==> src/rtl/scan_sequencer_if.sv <==
// Scan sequencer control/select bundle: scan command inputs plus decoder drive outputs.
// Latency: none, pure wiring between controller and sequencer.
// Backpressure: none; start is a level sampled in IDLE, stop aborts at any time.
interface scan_sequencer_if #(
    parameter int DWELL_W = 8
);
    logic               start;
    logic               stop;
    logic               mode;
    logic [DWELL_W-1:0] dwell;
    logic [15:0]        chan_mask;
    logic [3:0]         sel;
    logic               sel_en;
    logic               busy;
    logic               done;
    logic               wrap;

    // Controller side: issues scan commands, observes decoder drive.
    modport master (
        output start, stop, mode, dwell, chan_mask,
        input  sel, sel_en, busy, done, wrap
    );

    // Sequencer side.
    modport slave (
        input  start, stop, mode, dwell, chan_mask,
        output sel, sel_en, busy, done, wrap
    );
endinterface

==> src/rtl/scan_sequencer.sv <==
// Timed channel scanner driving a 4-to-16 decoder select/enable; optional SCAN_SEQ_BLANK_EN inserts a blank cycle between channels.
// Latency: first channel driven one cycle after start; each channel held max(dwell,1) cycles.
// Backpressure: none; start ignored while busy, stop aborts on the next edge without done/wrap.
module scan_sequencer #(
    parameter int DWELL_W = 8
) (
    input  logic            clk,
    input  logic            rst,
    scan_sequencer_if.slave bus
);

`ifdef SCAN_SEQ_BLANK_EN
    typedef enum logic [1:0] {IDLE, DWELL, BLANK} state_t;
`else
    typedef enum logic [1:0] {IDLE, DWELL} state_t;
`endif

    state_t             state;
    logic [15:0]        mask_q;
    logic [DWELL_W-1:0] dwell_q;
    logic               mode_q;
    logic [DWELL_W-1:0] cnt;
    logic [3:0]         sel_q;
    logic               sel_en_q;
    logic               busy_q;
    logic               done_q;
    logic               wrap_q;

    logic [DWELL_W-1:0] dwell_eff;
    logic [15:0]        above_mask;
    logic               next_found;
    logic [3:0]         next_idx;
    logic [3:0]         first_idx;
    logic [3:0]         start_idx;

    // Lowest set bit index; caller checks the mask is non-zero separately.
    function automatic logic [3:0] lowest_idx(input logic [15:0] m);
        logic [3:0] idx;
        idx = 4'd0;
        for (int i = 15; i >= 0; i--) begin
            if (m[i]) idx = 4'(i);
        end
        return idx;
    endfunction

    // Channel search: next enabled channel strictly above the current one, and the wrap target.
    always_comb begin
        dwell_eff  = (bus.dwell == '0) ? DWELL_W'(1) : bus.dwell;
        above_mask = mask_q & (16'hFFFE << sel_q);
        next_found = |above_mask;
        next_idx   = lowest_idx(above_mask);
        first_idx  = lowest_idx(mask_q);
        start_idx  = lowest_idx(bus.chan_mask);
    end

    // Scan FSM with registered outputs; done/wrap default low so they are single-cycle pulses.
    always_ff @(posedge clk) begin
        if (rst) begin
            state    <= IDLE;
            mask_q   <= '0;
            dwell_q  <= '0;
            mode_q   <= 1'b0;
            cnt      <= '0;
            sel_q    <= 4'd0;
            sel_en_q <= 1'b0;
            busy_q   <= 1'b0;
            done_q   <= 1'b0;
            wrap_q   <= 1'b0;
        end else begin
            done_q <= 1'b0;
            wrap_q <= 1'b0;
            case (state)
                IDLE: begin
                    if (bus.start && !bus.stop) begin
                        mode_q  <= bus.mode;
                        dwell_q <= dwell_eff;
                        mask_q  <= bus.chan_mask;
                        if (bus.chan_mask == 16'h0000) begin
                            done_q <= 1'b1;
                        end else begin
                            sel_q    <= start_idx;
                            sel_en_q <= 1'b1;
                            busy_q   <= 1'b1;
                            cnt      <= dwell_eff;
                            state    <= DWELL;
                        end
                    end
                end
                DWELL: begin
                    if (bus.stop) begin
                        sel_en_q <= 1'b0;
                        busy_q   <= 1'b0;
                        state    <= IDLE;
                    end else if (cnt == DWELL_W'(1)) begin
                        if (next_found) begin
                            sel_q <= next_idx;
                            cnt   <= dwell_q;
`ifdef SCAN_SEQ_BLANK_EN
                            sel_en_q <= 1'b0;
                            state    <= BLANK;
`endif
                        end else if (!mode_q) begin
                            // End of single pass: sel keeps the last channel.
                            done_q   <= 1'b1;
                            sel_en_q <= 1'b0;
                            busy_q   <= 1'b0;
                            state    <= IDLE;
                        end else begin
                            sel_q  <= first_idx;
                            cnt    <= dwell_q;
                            wrap_q <= 1'b1;
`ifdef SCAN_SEQ_BLANK_EN
                            sel_en_q <= 1'b0;
                            state    <= BLANK;
`endif
                        end
                    end else begin
                        cnt <= cnt - DWELL_W'(1);
                    end
                end
`ifdef SCAN_SEQ_BLANK_EN
                BLANK: begin
                    // sel already shows the next channel; counter was loaded on entry.
                    if (bus.stop) begin
                        busy_q <= 1'b0;
                        state  <= IDLE;
                    end else begin
                        sel_en_q <= 1'b1;
                        state    <= DWELL;
                    end
                end
`endif
                default: begin
                    sel_en_q <= 1'b0;
                    busy_q   <= 1'b0;
                    state    <= IDLE;
                end
            endcase
        end
    end

    assign bus.sel    = sel_q;
    assign bus.sel_en = sel_en_q;
    assign bus.busy   = busy_q;
    assign bus.done   = done_q;
    assign bus.wrap   = wrap_q;

endmodule

==> src/flat_wrapper.sv <==
// flat-port wrapper written by rule: the top's interface ports become plain ports
module scan_sequencer_flat 
#(
    parameter int DWELL_W = 8
)
  (clk, rst, bus_start, bus_stop, bus_mode, bus_dwell, bus_chan_mask, bus_sel, bus_sel_en, bus_busy, bus_done, bus_wrap);
  scan_sequencer_if #(.DWELL_W(DWELL_W)) bus_i ();
  input  logic clk;
  input  logic rst;
  input wire logic [$bits(bus_i.start)-1:0] bus_start;
  input wire logic [$bits(bus_i.stop)-1:0] bus_stop;
  input wire logic [$bits(bus_i.mode)-1:0] bus_mode;
  input wire logic [$bits(bus_i.dwell)-1:0] bus_dwell;
  input wire logic [$bits(bus_i.chan_mask)-1:0] bus_chan_mask;
  output wire logic [$bits(bus_i.sel)-1:0] bus_sel;
  output wire logic [$bits(bus_i.sel_en)-1:0] bus_sel_en;
  output wire logic [$bits(bus_i.busy)-1:0] bus_busy;
  output wire logic [$bits(bus_i.done)-1:0] bus_done;
  output wire logic [$bits(bus_i.wrap)-1:0] bus_wrap;
  assign bus_i.start = bus_start;
  assign bus_i.stop = bus_stop;
  assign bus_i.mode = bus_mode;
  assign bus_i.dwell = bus_dwell;
  assign bus_i.chan_mask = bus_chan_mask;
  assign bus_sel = bus_i.sel;
  assign bus_sel_en = bus_i.sel_en;
  assign bus_busy = bus_i.busy;
  assign bus_done = bus_i.done;
  assign bus_wrap = bus_i.wrap;
  scan_sequencer #(.DWELL_W(DWELL_W)) u_core (.clk(clk), .rst(rst), .bus(bus_i));
endmodule
==> config.mk <==
export PLATFORM = sky130hd
export DESIGN_NAME = scan_sequencer_flat
export DESIGN_NICKNAME = d
export VERILOG_FILES = /design/src/rtl/scan_sequencer_if.sv /design/src/rtl/scan_sequencer.sv /design/src/flat_wrapper.sv
export SDC_FILE = /design/constraint.sdc
export NUM_CORES = 1
export LEC_CHECK = 0
export ABC_CLOCK_PERIOD_IN_PS = 2700
export CAP_MARGIN = 30
export CORE_MARGIN = 4
export CORE_UTILIZATION = 40
export CTS_BUF_LIST = sky130_fd_sc_hd__clkbuf_4 sky130_fd_sc_hd__clkbuf_8 sky130_fd_sc_hd__clkbuf_16
export CTS_CLUSTER_SIZE = 24
export DETAILED_ROUTE_END_ITERATION = 8
export GPL_TIMING_DRIVEN = 0
export RECOVER_POWER = 25
export REMOVE_ABC_BUFFERS = 1
export SLEW_MARGIN = 20
export SYNTH_ARGS = -nofsm -noshare
export SYNTH_HDL_FRONTEND = slang
export SYNTH_SLANG_ARGS = --single-unit
==> constraint.sdc <==
create_clock -name clk -period 2.7 [get_ports clk]
set_input_delay 0.27 -clock clk [delete_from_list [all_inputs] [get_ports clk]]
set_output_delay 0.27 -clock clk [all_outputs]
set_load 0.01 [all_outputs]
; Word-level counts from Yosys, hierarchy flattened
; Cells that the tools add are included.
[totals]
reg_bits = 42
input_bits = 29
out_inout_bits = 8
word_cells = 122
[op_classes]
add_sub_neg = 1
eq_ne = 11
n_shift = 1
muxes = 85
bitwise_logic = 3
n_reduce_logical = 12
[ops]
columns = op, count
row1 = $mux W4, 54
row2 = $mux W8, 7
row3 = $reduce_or A20 Y1, 1
row4 = $and A16 B16 Y16, 1
row5 = $logic_not A16 Y1, 1
row6 = $pmux W8 S2, 1
row7 = $reduce_or A16 Y1, 1
row8 = $shl A16 B4 Y16 const A, 1
row9 = $mux W1, 13
row10 = $mux W2, 6
row11 = $reduce_and A5 Y1, 2
row12 = $eq A8 B1 Y1 const B, 1
row13 = $logic_not A8 Y1, 1
row14 = $pmux W4 S2, 1
row15 = $sub A8 B1 Y8 const B, 1
row16 = $ne A3 B3 Y1 const B, 2
row17 = $reduce_and A6 Y1, 1
row18 = $ne A2 B1 Y1 const B, 2
row19 = $ne A2 B2 Y1 const B, 2
row20 = $ne A4 B2 Y1 const B, 1
row21 = $pmux W1 S2, 2
row22 = $pmux W2 S2, 1
row23 = $ne A3 B1 Y1 const B, 1
row24 = $ne A3 B2 Y1 const B, 1
row25 = other kinds (7), 8

; Depth between registers and ports, before layout
; Gate-level depths: netlist (run 1).
[depth]
ltp_word = 22
depth_mapped = 8
mapped_depth_nobuf = 7

; Worst setup path after synthesis (run 1)
; No wires, ideal clock.
[synth_path]
path_type = register to register
from = reg u_core.sel_q[3], in the netlist u_core.bus.sel[3]
to = reg u_core.cnt[3]
setup_ns = 0.137
arrival_time_ns = 1.956
required_time_ns = 2.563
slack_ns = 0.607
path_stages_with_launch = 9
path_buffers = 2
period_less_slack_ns = 2.093
path_cell_list = dfxtp_1 > buf_2 > nand2_1 > o22a_1 > nor4_4 > a31oi_4 > buf_6 > nor2_1 > a211oi_2
[synth_via]
elab_chain_cells = 7
elab_cells_between_ends = 9
cone_classes = 1 x eq/ne / 1 x shift / 4 x mux / 1 x bitwise / 2 x reduce/logical
[synth_lines]
columns = element, line_no
row1 = start: declaration, scan_sequencer.sv:23  ; logic [3:0] sel_q;
row2 = start signal: assignment, scan_sequencer.sv:81  ; sel_q <= start_idx;
row3 = start signal: assignment, scan_sequencer.sv:96  ; sel_q <= next_idx;
row4 = start signal: assignment, scan_sequencer.sv:109  ; sel_q <= first_idx;
row5 = $shl A16 B4 Y16 (*), scan_sequencer.sv:49  ; above_mask = mask_q & (16'hFFFE << sel_q);
row6 = $and A16 B16 Y16 (*), scan_sequencer.sv:49
row7 = $reduce_or A16 Y1 (*), scan_sequencer.sv:50  ; next_found = |above_mask;
row8 = $mux W8, scan_sequencer.sv:95  ; if (next_found) begin
row9 = $mux W8, scan_sequencer.sv:94  ; end else if (cnt == DWELL_W'(1)) begin
row10 = $mux W8, scan_sequencer.sv:90  ; if (bus.stop) begin
row11 = $pmux W8 S2, scan_sequencer.sv:72  ; case (state)
row12 = end signal: assignment, scan_sequencer.sv:84  ; cnt <= dwell_eff;
row13 = end signal: assignment, scan_sequencer.sv:97  ; cnt <= dwell_q;
row14 = end signal: assignment, scan_sequencer.sv:110  ; cnt <= dwell_q;
row15 = end: declaration, scan_sequencer.sv:22  ; logic [DWELL_W-1:0] cnt;
; Every way passes the cells marked *; elsewhere a longest branch is shown, timed or not. The select of a mux whose other input is x is not followed.
; A chain may end at the register's enable or synchronous reset.

; Worst setup path after layout (run 1)
[layout_path]
from = reg u_core.sel_q[1], in the netlist u_core.bus.sel[1]
to = reg u_core.cnt[7]
; Same word-level chain as after synthesis.

==> results of run 1 <==
-- sequential cells by signal, indices dropped and copies added, names as in the netlist --
signal,count
u_core.cnt,8
u_core.mask_q,16
u_core.bus.wrap,1
u_core.dwell_q,8
u_core.state,1
u_core.bus.done,1
u_core.bus.sel,4
u_core.mode_q,1
-- worst paths after layout --
path                            end  cells after the start
setup / recovery      u_core.cnt[7]                      6
hold / removal      u_core.state[0]                      2
setup reg to reg      u_core.cnt[7]                      6
hold reg to reg   u_core.dwell_q[5]                      2
-- area by class of cell --
type | instances | area share
inverter | 14 | 0.0167
tap | 77 | 0.0306
clock buffer | 5 | 0.0219
timing repair buffer | 38 | 0.125
clock inverter | 3 | 0.0135
sequential | 40 | 0.255
multi-input combinational | 275 | 0.536
-- critical path: stages, from the launching register on --
cell	delay (ns)
dfxtp_1	0.70
and3_1	0.27
o22ai_1	0.17
nor4_4	0.54
a31oi_4	0.36
a21bo_1	0.26
a21oi_1	0.10
-- timing repair --
item	CTS	global route
endpoints found under the hold margin	0	0
setup endpoints to repair	7	9
gates resized for setup	1	2
-- power breakdown --
group	internal, W	switching, W	total, W	leakage (nW)
clock	0.000274	0.000221	0.000495	0.0541
combinational	0.000177	0.000200	0.000377	0.683
sequential	0.000622	0.0000620	0.000684	0.328
total	0.00107	0.000483	0.00156	1.07
-- kinds of logic (layout without fill, tap and decap cells) --
family          Yosys count  count (layout)  share of synthesized area
flops                    40              40                      0.303
buf+inv                  35              60                     0.0610
xor+xnor                  5               5                     0.0166
fa+ha+maj                 2               2                    0.00946
mux                       5               5                     0.0194
simple gates            151             151                      0.274
compound gates          112             112                      0.317
-- metrics by stage --
stage / TNS, ns / hold slack, ns / std cells
6_report: 0 / 0.385 / 452
5_1_grt: 0 / 0.383 / 452
4_1_cts: 0 / 0.381 / 451
3_5_place_dp: -0.0748 / 0.445 / 443
3_3_place_gp: -0.360 / 0.441 / 442
2_1_floorplan: 0 / 0.335 / 329
-- layout by cell type, fill, tap and decap left out, types with 6 or more instances in the layout --
cell type and count:
nand2_1 62, nor4_1 8, dlygate4sd3_1 6, a21oi_1 44, nand3_1 7, o31ai_1 6, nor3_1 7, clkdlybuf4s50_1 29
inv_1 14, nor2_1 41, o21ai_0 7, a211oi_2 8, dfxtp_1 38
-- metal layers --
layer,GRT usage,wire length [um],up-vias,part of all wire
li1,-,-,1318,-
met1,0.288,3440,1179,0.51
met2,0.252,2840,71,0.42
met3,0.0276,392,6,0.058
met4,0.0447,82,0,0.012
met5,0,0,-,0
==> flow_summary.ini, run 1 <==
[status]
status = finished clean

[detailed_routing]
via_count = 2574
ant_nets = 0
drtIter0Drc = 170
wire_per_inst_um = 15.0
dr.pass1.iters = 4
drc = 0
drt-total-wl_mm = 6.76
vias_per_cell = 5.69

[grt]
grt.total_usage = 0.182
grt_pass1_wl_mm = 11.4
grt_pass1_vias = 2251
antenna_found_initial = 0
grt_start_max_net_pins = 27
overflow = 0

[final_layout]
final_util = 0.492
nets = 405
insertedDiodeCount = 0
n_fill_cell = 644
drive_gt1_frac = 0.0987
seq_area_um2 = 803
syn_to_final_growth_pct = 18.9
design_area_um2 = 3140
multiInputGateArea_um2 = 1690

[clock_tree]
cts_tree = yes
cts_setup_buffers = 0
cts_buffer_depth = 2
cts_buffers = 5
insertion_delay_ns = 0.29
h-tree-depth = 2
clkTransAtPathRegs_ns = 0.08
cts_root_buffer = clkbuf_8
ctsHoldBuffers = 0
cts_sinks = 40

[place]
place_congestion = 0.854
pre_cts_slack_ns = -0.0329
dp.final_hpwl_mm = 4.96
dpl-instance-area_um2 = 3010
io_buffers = 36

[die]
rows = 29
pin_count = 37
die_w_um = 89.3
core_area_um2 = 6390
start_util = 0.414
chipHeight_um = 89.3
die_area_um2 = 7970

[worst_hold_path]
min-delay-start = rst
min_path_type = input pin to flip-flop

[worst_setup_path]
critPathKind = flip-flop to flip-flop
r2r_start = u_core.bus.sel[1]
worst_setup_path_end_kind = flip-flop
crit_arrival_ns = 2.72
crit_fanout = 19
crit_start = u_core.bus.sel[1]
cp-start-kind = flip-flop
rrSetupSlack_ns = 0.20
crit_required_ns = 2.93

[logic_synthesis]
synth_cells = 350
synth-edff-count = 0
synthTopCellsByArea = dfxtp_1, nand2_1, a21oi_1
synth-seq-cells = 40
synth.distinct_cells = 63
synthMostInstantiatedCell = nand2_1
synth_top_area_cell = dfxtp_1
seq_area_frac_synth = 0.303
synth_top_flop_cell = dfxtp_1
postSynthAreaPerCell_um2 = 7.55
ys_warn_count = 0
ys_async_sr_fraction = 0
yosysTopAreaCellShare = 0.303
synth_area_um2 = 2640
synthTopCellsByCount = nand2_1, a21oi_1, nor2_1

[timing]
tightest_slew_ns = 0.891
rsz0062_at_grt = false
finalHoldViolations = 0
timing.final.ws_setup_ns = 0.204
slew_viol_final = 0
fin_crit_ns = 2.50
max_freq_ghz = 0.401
finalSetupViolCount = 0
relSlewSlack = 0.405
period_share = 0.924
skew_ns = 0.00621

[power]
power_density_nw_per_um2 = 495
total_power_w = 0.00156
p_leak_nw = 1.07
peakVddDrop_uv = 287

[job]
cap_violations = 0
Power figures use the tool's default switching activity.
==> run 2: changes to the inputs <==
CAP_MARGIN = 40   (was 30)
CTS_BUF_LIST = sky130_fd_sc_hd__clkbuf_4   (was sky130_fd_sc_hd__clkbuf_4 sky130_fd_sc_hd__clkbuf_8 sky130_fd_sc_hd__clkbuf_16)
==> flow_summary.ini, run 2 (synthesis gave the netlist of run 1 again) <==
[job]
cap_violations = 0

[worst_setup_path]
r2r_start = u_core.bus.sel[1]
cp-start-kind = flip-flop
crit_fanout = 19
cpMaxStageDelayCell = dfxtp_1
cp_top_family = compound AO/OA/AOI/OAI gates
crit_start = u_core.bus.sel[1]
crit_arrival_ns = 2.79
path_cells = and3_1 -> o22ai_1 -> nor4_4 -> a31oi_4 -> a21bo_1 -> a21oi_1
path_buf_inv = 0
max_stage_delay_ns = 0.75
crit_required_ns = 2.99
worst_setup_path_end_kind = flip-flop
critPathKind = flip-flop to flip-flop

[die]
die_w_um = 89.3
chipHeight_um = 89.3
start_util = 0.414
rows = 29
core_area_um2 = 6390
pin_count = 37
die_area_um2 = 7970

[detailed_routing]
dr.pass1.iters = 5
vias_per_cell = 5.79
drtIter0Drc = 99
ant_nets = 0
drc = 0
wire_per_inst_um = 15.0
drt-total-wl_mm = 6.82
via_count = 2627

[clock_tree]
cts_sinks = 40
cts_setup_buffers = 0
cts_tree = yes
cts_root_buffer = clkbuf_4
cts_buffers = 5
h-tree-depth = 2
insertion_delay_ns = 0.35
cts_buffer_depth = 2
clkTransAtPathRegs_ns = 0.12
ctsHoldBuffers = 0

[timing]
relSlewSlack = 0.422
holdWs_ns = 0.322
period_share = 0.925
timing.final.ws_setup_ns = 0.202
finalHoldViolations = 0
setup_tns_ns = 0
skew_ns = 0.00959
rsz0062_at_grt = false
slew_viol_final = 0
finalSetupViolCount = 0
fin_crit_ns = 2.50
max_freq_ghz = 0.400
tightest_slew_ns = 0.868

[grt]
grt_start_max_net_pins = 27
overflow = 0
grt.total_usage = 0.184
grt_pass1_wl_mm = 11.7
grt_pass1_vias = 2343
antenna_found_initial = 0

[final_layout]
nets = 407
largest_reg_flops = 16
drive_gt1_frac = 0.0981
reg.largest.list = u_core.mask_q x16, u_core.cnt x8, u_core.dwell_q x8
multiInputGateArea_um2 = 1690
seq_area_um2 = 803
regMostFlops = u_core.mask_q
final_common_cell = nand2_1
final_util = 0.487
mostFrequentLayoutCells = nand2_1, a21oi_1, nor2_1, dfxtp_1, clkdlybuf4s50_1
n_fill_cell = 658
syn_to_final_growth_pct = 17.7
insertedDiodeCount = 0

[place]
pre_cts_slack_ns = -0.0172
place_congestion = 0.854
io_buffers = 36
dp.final_hpwl_mm = 5.12

[worst_hold_path]
min-delay-start = rst
min_path_type = input pin to flip-flop

[power]
power_density_nw_per_um2 = 443
p_leak_nw = 1.04
peakVddDrop_uv = 220
total_power_w = 0.00138

[status]
status = finished clean
==> run 2: cell types whose count changed in the layout (fill, tap and decap cells not counted) <==
cell,change
bufinv_16,-1
clkdlybuf4s50_1,+4
clkbuf_4,+5
inv_6,+1
clkbuf_1,+1
clkbuf_8,-5
buf_6,-1
buf_8,+2
clkinvlp_4,-1
dlygate4sd3_1,-4
clkinv_1,+1
==> run 2: per-layer routing <==
layer / vias up / routed length [um] / track usage
met5: - / 0 / 0
met4: 0 / 106 / 0.0528
met3: 9 / 348 / 0.0258
met2: 67 / 2830 / 0.254
met1: 1230 / 3530 / 0.291
li1: 1321 / - / -
==> run 2: final cells by class <==
| type | instances | area share |
|---|---|---|
| Clock inverter | 3 | 0.00563 |
| Timing Repair Buffer | 40 | 0.134 |
| Sequential cell | 40 | 0.258 |
| Multi-Input combinational cell | 275 | 0.542 |
| Tap cell | 77 | 0.0310 |
| Inverter | 14 | 0.0169 |
| Clock buffer | 5 | 0.0121 |
==> run 2: worst paths after layout <==
path	slack (ns)	endpoint	cells past startpoint
worst min-delay path	0.32	u_core.state[0]	2
worst min register to register	0.46	u_core.dwell_q[5]	2
worst max-delay path	0.20	u_core.cnt[7]	6
worst max register to register	0.20	u_core.cnt[7]	6
==> run 2: power breakdown <==
group / internal, W / leakage [nW] / switching (W)
Combinational: 0.000182 / 0.682 / 0.000206
Sequential: 0.000623 / 0.328 / 0.0000582
Clock: 0.000101 / 0.0330 / 0.000209
==> run 2: stage by stage <==
stage          cells  area (um^2)
6_report         454         3110
5_1_grt          454         3110
4_1_cts          454         3120
3_5_place_dp     446         3060
3_3_place_gp     442         2990
2_1_floorplan    329         2530
==> run 2: repair_timing <==
action,in CTS,in global routing
endpoints found under the setup margin,1,9
gates resized for setup,1,2
endpoints found under the hold margin,0,0
pin swaps,0,0
==> run 3: changes to the inputs <==
GPL_TIMING_DRIVEN = 1   (was 0)
==> flow_summary.ini, run 3 (synthesis gave the netlist of run 1 again) <==
[final_layout]
nets = 414
insertedDiodeCount = 0
largest_reg_flops = 16
drive_gt1_frac = 0.102
seq_area_um2 = 801
regMostFlops = u_core.mask_q
mostFrequentLayoutCells = nand2_1, a21oi_1, nor2_1, dfxtp_1, clkdlybuf4s50_1
design_area_um2 = 3150
final_util = 0.493
n_fill_cell = 647
reg.largest.list = u_core.mask_q x16, u_core.cnt x8, u_core.dwell_q x8
syn_to_final_growth_pct = 19.0
multiInputGateArea_um2 = 1680
final_common_cell = nand2_1

[worst_setup_path]
crit_start = u_core.bus.sel[0]
crit_arrival_ns = 2.62
cp_top_family = simple AND/OR/NAND/NOR gates
path_cells = nand2b_1 -> a41oi_2 -> nor4_4 -> a31oi_4 -> nor2_1 -> a211oi_2
cpMaxStageDelayCell = nor4_4
r2r_start = u_core.bus.sel[0]
path_buf_inv = 0
worst_setup_path_end_kind = flip-flop
critPathKind = flip-flop to flip-flop
crit_fanout = 17
max_stage_delay_ns = 0.62
crit_required_ns = 2.91
cp-start-kind = flip-flop

[detailed_routing]
vias_per_cell = 5.55
via_count = 2558
drt-total-wl_mm = 6.96
ant_nets = 0
wire_per_inst_um = 15.1
dr.pass1.iters = 4
drc = 0
drtIter0Drc = 172

[place]
place_congestion = 0.899
dp.final_hpwl_mm = 5.21
io_buffers = 36
dpl-instance-area_um2 = 3070

[timing]
tightest_slew_ns = 0.629
finalSetupViolCount = 0
rsz0062_at_grt = false
setup_tns_ns = 0
period_share = 0.892
fin_crit_ns = 2.41
relSlewSlack = 0.580
skew_ns = 0.0153
finalHoldViolations = 0
slew_viol_final = 0
max_freq_ghz = 0.415

[die]
pin_count = 37
chipHeight_um = 89.3
start_util = 0.414
die_w_um = 89.3
core_area_um2 = 6390
die_area_um2 = 7970
rows = 29

[clock_tree]
cts_tree = yes
ctsResizeCount = 0
insertion_delay_ns = 0.36
clkTransAtPathRegs_ns = 0.13
h-tree-depth = 2
cts_setup_buffers = 0
cts_root_buffer = clkbuf_4
cts_buffer_depth = 2
cts_sinks = 40
cts_buffers = 5
ctsHoldBuffers = 0

[grt]
grt.total_usage = 0.188
overflow = 0
grt_pass1_vias = 2320
grt_pass1_wl_mm = 11.7
antenna_found_initial = 0
grt_start_max_net_pins = 27

[status]
status = finished clean

[worst_hold_path]
min_path_type = input pin to flip-flop
min-delay-start = bus_mode

[power]
peakVddDrop_uv = 231
total_power_w = 0.00147
p_leak_nw = 1.07
power_density_nw_per_um2 = 466

[job]
cap_violations = 0
## run 3: cell count changes in the layout (fill, tap and decap cells not counted), moves of 2 or more
cell and delta:
dfxtp_1 +2, buf_8 -2, dfxtp_2 -2, buf_4 +10
## run 3: path summary, 6_finish.rpt
check        slack, ns                end  depth (start not counted)
min               0.45      u_core.mode_q                          3
max reg2reg       0.29      u_core.cnt[6]                          6
min reg2reg       0.47  u_core.dwell_q[5]                          2
max               0.29      u_core.cnt[6]                          6
## run 3: through the flow
stage / worst slack [ns] / instances / hold slack, ns
after floorplan: 0.371 / 329 / 0.335
after CTS: 0.300 / 461 / 0.425
after global placement: 0.327 / 453 / 0.439
after detailed placement: 0.302 / 453 / 0.450
final: 0.292 / 461 / 0.445
after global routing: 0.0611 / 461 / 0.462
## run 3: tightest hold or removal path: stages
cell	delay, ns
clkdlybuf4s50_1	0.39
nand2_1	0.05
a21oi_1	0.05
## run 3: metal layers
layer  vias up  GRT usage  share of wire
met3        10     0.0258          0.044
met5         -          0              0
met4         0     0.0582          0.017
met1      1148      0.292           0.52
met2        65      0.265           0.42
li1       1335          -              -
## run 3: power breakdown
part           switching, W  total [W]  internal [W]  leakage, nW
Sequential        0.0000492   0.000672      0.000622        0.328
Combinational      0.000214   0.000399      0.000185        0.704
Clock              0.000206   0.000395      0.000189       0.0403
Total              0.000469    0.00147      0.000997         1.07
## run 3: final cells by class
type | count | area share
repair buffers | 47 | 0.140
clock inverters | 3 | 0.0119
clock buffers | 5 | 0.0119
flip-flops and latches | 40 | 0.255
well taps | 77 | 0.0306
multi-input cells | 275 | 0.535
inverters | 14 | 0.0167
